### src/rtl/imem_loader_if.sv
// Byte-stream load interface for imem_loader.
// The master (host/bench) starts a session and pushes bytes; the slave
// (the loader) accepts a byte on every edge where byte_valid && byte_ready.
interface imem_loader_if #(
  parameter int AW = 6
);
  logic          load_start;
  logic [AW:0]   load_len;
  logic          byte_valid;
  logic [7:0]    byte_data;
  logic          byte_ready;

  modport master (
    output load_start,
    output load_len,
    output byte_valid,
    output byte_data,
    input  byte_ready
  );

  modport slave (
    input  load_start,
    input  load_len,
    input  byte_valid,
    input  byte_data,
    output byte_ready
  );
endinterface

### src/rtl/imem_loader.sv
// Instruction-memory loader for the single-cycle RISC-V core.
// Assembles a little-endian byte stream into 32-bit words, writes them into
// the instruction RAM, and holds the core in reset until the session is done.
// Also provides the core's combinational instruction read port.
// Optional feature macro: LOADER_CHECKSUM_EN (8-bit trailer checksum with
// CHECK and ERROR states); the default build has neither state.
module imem_loader #(
  parameter int DEPTH = 64,
  parameter int AW    = 6
) (
  input  logic          clk,
  input  logic          reset,
  imem_loader_if.slave  bus,
  input  logic [31:0]   a,
  output logic [31:0]   rd,
  output logic          cpu_reset,
  output logic          busy,
  output logic          done,
  output logic [AW:0]   word_count,
  output logic          checksum_err
);

  typedef enum logic [2:0] {
    S_IDLE,
    S_LOAD,
`ifdef LOADER_CHECKSUM_EN
    S_DONE,
    S_CHECK,
    S_ERROR
`else
    S_DONE
`endif
  } state_t;

  localparam logic [AW:0] MAX_LEN = (AW+1)'(DEPTH);
  localparam logic [AW:0] ONE     = (AW+1)'(1);

  state_t        state;
  logic [AW:0]   len;
  logic [1:0]    lane;
  logic [23:0]   assembled;
  logic [31:0]   mem [DEPTH];

  logic          xfer;
  logic          wr_en;
  logic [AW:0]   len_clamped;
  logic [AW:0]   next_count;
  logic          unused_addr_bits;

`ifdef LOADER_CHECKSUM_EN
  logic [7:0]    sum;
`endif

  assign xfer        = bus.byte_valid && bus.byte_ready;
  assign wr_en       = (state == S_LOAD) && xfer && (lane == 2'd3);
  assign len_clamped = (bus.load_len > MAX_LEN) ? MAX_LEN : bus.load_len;
  assign next_count  = word_count + ONE;

  // Control FSM; all status outputs are registered alongside the state.
  always_ff @(posedge clk or posedge reset) begin
    if (reset) begin
      state          <= S_IDLE;
      cpu_reset      <= 1'b1;
      busy           <= 1'b0;
      done           <= 1'b0;
      bus.byte_ready <= 1'b0;
      word_count     <= '0;
      lane           <= 2'd0;
      assembled      <= '0;
      len            <= '0;
`ifdef LOADER_CHECKSUM_EN
      sum            <= 8'd0;
      checksum_err   <= 1'b0;
`endif
    end else begin
      case (state)
        S_IDLE, S_DONE: begin
          if (bus.load_start) begin
            len        <= len_clamped;
            word_count <= '0;
            lane       <= 2'd0;
            done       <= 1'b0;
            cpu_reset  <= 1'b1;
`ifdef LOADER_CHECKSUM_EN
            sum        <= 8'd0;
            if (len_clamped == '0) begin
              state          <= S_CHECK;
              busy           <= 1'b1;
              bus.byte_ready <= 1'b1;
            end else begin
              state          <= S_LOAD;
              busy           <= 1'b1;
              bus.byte_ready <= 1'b1;
            end
`else
            if (len_clamped == '0) begin
              state     <= S_DONE;
              done      <= 1'b1;
              cpu_reset <= 1'b0;
            end else begin
              state          <= S_LOAD;
              busy           <= 1'b1;
              bus.byte_ready <= 1'b1;
            end
`endif
          end
        end
        S_LOAD: begin
          if (xfer) begin
`ifdef LOADER_CHECKSUM_EN
            sum <= sum + bus.byte_data;
`endif
            case (lane)
              2'd0: assembled[7:0]   <= bus.byte_data;
              2'd1: assembled[15:8]  <= bus.byte_data;
              2'd2: assembled[23:16] <= bus.byte_data;
              default: ;
            endcase
            if (lane == 2'd3) begin
              lane       <= 2'd0;
              word_count <= next_count;
              if (next_count == len) begin
`ifdef LOADER_CHECKSUM_EN
                state <= S_CHECK;
`else
                state          <= S_DONE;
                busy           <= 1'b0;
                bus.byte_ready <= 1'b0;
                done           <= 1'b1;
                cpu_reset      <= 1'b0;
`endif
              end
            end else begin
              lane <= lane + 2'd1;
            end
          end
        end
`ifdef LOADER_CHECKSUM_EN
        S_CHECK: begin
          if (xfer) begin
            busy           <= 1'b0;
            bus.byte_ready <= 1'b0;
            if (8'(sum + bus.byte_data) == 8'd0) begin
              state     <= S_DONE;
              done      <= 1'b1;
              cpu_reset <= 1'b0;
            end else begin
              state        <= S_ERROR;
              checksum_err <= 1'b1;
              cpu_reset    <= 1'b1;
            end
          end
        end
        S_ERROR: begin
        end
`endif
        default: begin
          state          <= S_IDLE;
          busy           <= 1'b0;
          done           <= 1'b0;
          bus.byte_ready <= 1'b0;
          cpu_reset      <= 1'b1;
        end
      endcase
    end
  end

`ifndef LOADER_CHECKSUM_EN
  assign checksum_err = 1'b0;
`endif

  // Instruction RAM write; the fourth byte completes the word on its own edge.
  always_ff @(posedge clk) begin
    if (wr_en) begin
      mem[word_count[AW-1:0]] <= {bus.byte_data, assembled};
    end
  end

  assign rd               = mem[a[AW+1:2]];
  assign unused_addr_bits = ^{a[31:AW+2], a[1:0]};

endmodule

### src/flat_wrapper.sv
// flat-port wrapper written by rule: the top's interface ports become plain ports
module imem_loader_flat 
#(
  parameter int DEPTH = 64,
  parameter int AW    = 6
)
  (clk, reset, a, rd, cpu_reset, busy, done, word_count, checksum_err, bus_load_start, bus_load_len, bus_byte_valid, bus_byte_data, bus_byte_ready);
  imem_loader_if #(.AW(AW)) bus_i ();
  input  logic clk;
  input  logic reset;
  input  logic [31:0] a;
  output logic [31:0] rd;
  output logic cpu_reset;
  output logic busy;
  output logic done;
  output logic [AW:0] word_count;
  output logic checksum_err;
  input wire logic [$bits(bus_i.load_start)-1:0] bus_load_start;
  input wire logic [$bits(bus_i.load_len)-1:0] bus_load_len;
  input wire logic [$bits(bus_i.byte_valid)-1:0] bus_byte_valid;
  input wire logic [$bits(bus_i.byte_data)-1:0] bus_byte_data;
  output wire logic [$bits(bus_i.byte_ready)-1:0] bus_byte_ready;
  assign bus_i.load_start = bus_load_start;
  assign bus_i.load_len = bus_load_len;
  assign bus_i.byte_valid = bus_byte_valid;
  assign bus_i.byte_data = bus_byte_data;
  assign bus_byte_ready = bus_i.byte_ready;
  imem_loader #(.DEPTH(DEPTH), .AW(AW)) u_core (.clk(clk), .reset(reset), .bus(bus_i), .a(a), .rd(rd), .cpu_reset(cpu_reset), .busy(busy), .done(done), .word_count(word_count), .checksum_err(checksum_err));
endmodule
### config.mk
export PLATFORM = sky130hd
export DESIGN_NAME = imem_loader_flat
export DESIGN_NICKNAME = d
export VERILOG_FILES = /design/src/rtl/imem_loader_if.sv /design/src/rtl/imem_loader.sv /design/src/flat_wrapper.sv
export SDC_FILE = /design/constraint.sdc
export NUM_CORES = 2
export LEC_CHECK = 0
export BUFFER_PORTS_ARGS = -buffer_cell sky130_fd_sc_hd__buf_2
export CORE_MARGIN = 3
export CORE_UTILIZATION = 55
export CTS_CLUSTER_DIAMETER = 40
export DETAILED_ROUTE_END_ITERATION = 10
export GPL_TIMING_DRIVEN = 0
export PLACE_DENSITY = 0.71
export SETUP_SLACK_MARGIN = 0.5
export SLEW_MARGIN = 10
export SYNTH_ARGS = -nofsm -noshare
export SYNTH_HDL_FRONTEND = slang
export SYNTH_SLANG_ARGS = --single-unit
### constraint.sdc
create_clock -name clk -period 4.23 [get_ports clk]
set_input_delay 0.2115 -clock clk [delete_from_list [all_inputs] [get_ports clk]]
set_output_delay 0.2115 -clock clk [all_outputs]
set_load 0.01 [all_outputs]
==> impl_results.md <==
- Outcome: finished with violations
- Failing checks: setup timing
- Ys Warns: 0
- Rel. slew slack: 0.06521
- Met2 wire length: 102600 um
- Met3 routed WL: 27690 um
- Site Rows: 138
- CTS tree: done
- Worst-skew pair later-pin latency: 860 ps
- Met1 WL: 78810 um
- Leakage: 29.68 nW
- CP Launch Type: flop
- CTS sink cnt: 2092
- DIE AREA: 149300 um^2
- PortBufs: 64
- Fmax: 234.6 MHz
- Final worst-path cycle share: 1.008
- H-tree levels: 4
- Tot GR Track Use: 0.2923
- Ports: 95
- Cells after Synth: 3549
- Core Box Area: 142600 um^2
- FF+latch count, synth: 2092
- Most common cell after layout, fill and taps aside: edfxtp_1
- Nets: 4079
- Wire per inst: 35.75 um
- Hold WS: 228.1 ps
- Slew @ Worst Pin: 1398 ps
- Initial DRT Pass Iterations: 5
- Crit path capture type: flop
- Area growth from synthesis to layout: 17.50%
- Synth Cell Area: 79610 um^2
- Maxcap violations: 0
- Clock tree buffer depth: 3
- Die Span Y: 386.5 um
- Iteration-0 DRC Markers: 6447
- First-pass GRT wire length: 305900 um
- Top FF cell, synth: edfxtp_1
- Critical Path AT: 4790 ps
- Post-synthesis sequential area ratio: 0.7863
- Fill count: 8961
- Post-synth EDFFs: 2048
- Post-layout minimum cycle time: 4262 ps
- Cell Count Post-Placement: 5591
- Mean Syn Cell Area: 22.43 um^2
- Type of the worst setup path: reg -> reg
- Fin worst setup slack: -32.21 ps
- Slew Limit Fails: 0
- Die Wd: 386.5 um
- Syn nets: 3605
- Cell Count, Final, Fillers Out: 6126
- CP max FO: 20
- Via count: 41670
- Max VDD drop: 0.4671 mV
- Cell Pwr Density: 548.8 nW/um^2
- DRC violation count after routing: 0
- Number of global-route vias before repair: 40470
- Final Hold Vio Count: 0
- Area of the multi-input gates: 16630 um^2
- Share of layout cells above drive strength 1: 0.3124
- CP required: 4760 ps
- DP HPWL: 139800 um
- Final setup viols: 33
- Most frequent cells in the layout: edfxtp_1 (2048), mux4_2 (479), clkbuf_16 (231)
- Clock Pin Slew Worst Setup and Hold Paths: 60 ps
- Unrepaired setup endpoints after global routing: true
- Top Metal Used: met5
- Largest net degree at the start of global routing: 68
- Initial antenna violation count: 21
- Worst min path class: in -> reg
- Initial core utilization: 0.5582
- Vias/cell: 6.802
- Final antenna-violating net count: 0
- Clock Skews: 41.14 ps
- Synth cell types: 56
- Register Area: 62660 um^2
- GPL Wtd Cong: 0.8890
- Root Buffer: clkbuf_16
- Total congestion overflow: 0
- Async SR Flop Fraction: 0.02103
- DRT Wirelength: 219000 um
- CTS Buf Count: 230
-- through the flow --
| step | power (W) | TNS [ps] | area, um^2 | setup WS [ps] | util |
|---|---|---|---|---|---|
| global route | 0.05257 | -166.5 | 93520 | -19.92 | 0.6557 |
| floorplan | 0.02836 | 0 | 79610 | 835.0 | - |
| detailed placement | 0.03146 | -1212 | 84750 | -343.5 | 0.5942 |
| CTS | 0.05135 | 0 | 92880 | 121.6 | 0.6512 |
| global placement | 0.03090 | -2547890 | 82300 | -1753 | 0.5770 |
| finish | 0.05133 | -650.5 | 93540 | -32.21 | 0.6559 |
-- cells by family (layout without fill, tap and decap cells) --
logic type / after synthesis / count (layout) / synth area share
flops: 2092 / 2092 / 0.7863
buf+inv: 207 / 886 / 0.01232
other cells: 1 / 9 / 0.00004710
xor+xnor: 8 / 8 / 0.0008802
simple gates: 295 / 295 / 0.01817
mux: 560 / 560 / 0.1469
fa+ha+maj: 5 / 5 / 0.0007858
compound gates: 381 / 381 / 0.03455
-- power breakdown --
| group | switching [W] | internal [W] |
|---|---|---|
| clock | 0.00851 | 0.0116 |
| combinational | 0.00313 | 0.00139 |
| sequential | 0.00138 | 0.0253 |
-- Yosys cell counts, types with 24 or more instances --
library cell,instances,area (um^2)
mux2_2,25,281.5
a22oi_1,173,1299
a22o_1,42,367.9
mux4_2,479,10790
buf_2,64,320.3
dfrtp_1,43,1076
mux2i_1,52,520.5
o21ai_0,55,275.3
edfxtp_1,2048,61500
clkbuf_1,106,397.9
nand3_1,56,280.3
nand2_1,54,202.7
o211ai_1,24,180.2
nor2_1,89,334.1
o22ai_1,29,181.4
-- sequential cells by signal, indices dropped and copies added (netlist names) --
name                   cells
u_core.mem              2048
u_core.lane                2
u_core.cpu_reset           1
u_core.state               1
u_core.word_count          7
u_core.bus.byte_ready      1
u_core.len                 7
u_core.assembled          24
u_core.done                1
-- path summary, 6_finish.rpt --
| path | depth (start not counted) | endpoint | slack (ps) | start |
|---|---|---|---|---|
| setup / recovery | 7 | u_core.mem[58][15]$_DFFE_PP_ | -30 | u_core.done$_DFFE_PP0P_ |
| hold / removal | 3 | u_core.len[6]$_DFFE_PP0P_ | 230 | bus_load_len[6] |
| hold reg to reg | 2 | u_core.len[1]$_DFFE_PP0P_ | 510 | u_core.len[1]$_DFFE_PP0P_ |
| min in group asynchronous | 4 | u_core.word_count[3]$_DFFE_PP0P_ | 450 | reset |
| setup reg to reg | 7 | u_core.mem[58][15]$_DFFE_PP_ | -30 | u_core.done$_DFFE_PP0P_ |
| max in group asynchronous | 5 | u_core.assembled[15]$_DFFE_PP0P_ | 3290 | reset |
-- final cells by class --
class                           instances  share of cell area
Multi-Input combinational cell       1250              0.1777
Inverter                                4           0.0001605
Clock buffer                          258             0.06288
Timing Repair Buffer                  242             0.03277
Sequential cell                      2092              0.6698
Buffer                                203             0.01109
Clock inverter                        179             0.02002
Antenna cell                            8           0.0002140
Tap cell                             1890             0.02528
-- per-layer routing --
metal  global-route usage  vias to the layer above
met2               0.4435                     3229
met4               0.1281                        4
li1                     -                    16180
met3              0.07321                      411
met1               0.4099                    21840
met5                    0                        -
-- critical path, stage by stage, from the launching register on --
cell and delay, ps:
dfrtp_1 430, and4b_1 270, clkbuf_1 320, and2_1 180, clkbuf_1 390, nand3_1 1080
nor2_4 970, buf_12 280
-- repair_timing --
item / 4_1_cts / 5_1_grt
hold buffers: 20 / 5
setup buffers: 6 / 59
resized for setup: 43 / 28
endpoints found under the setup margin: 1214 / 1366
hold endpoints to repair: 173 / 72
pin swaps: 2 / 15
Note: power is estimated with default switching activity, not from simulation.
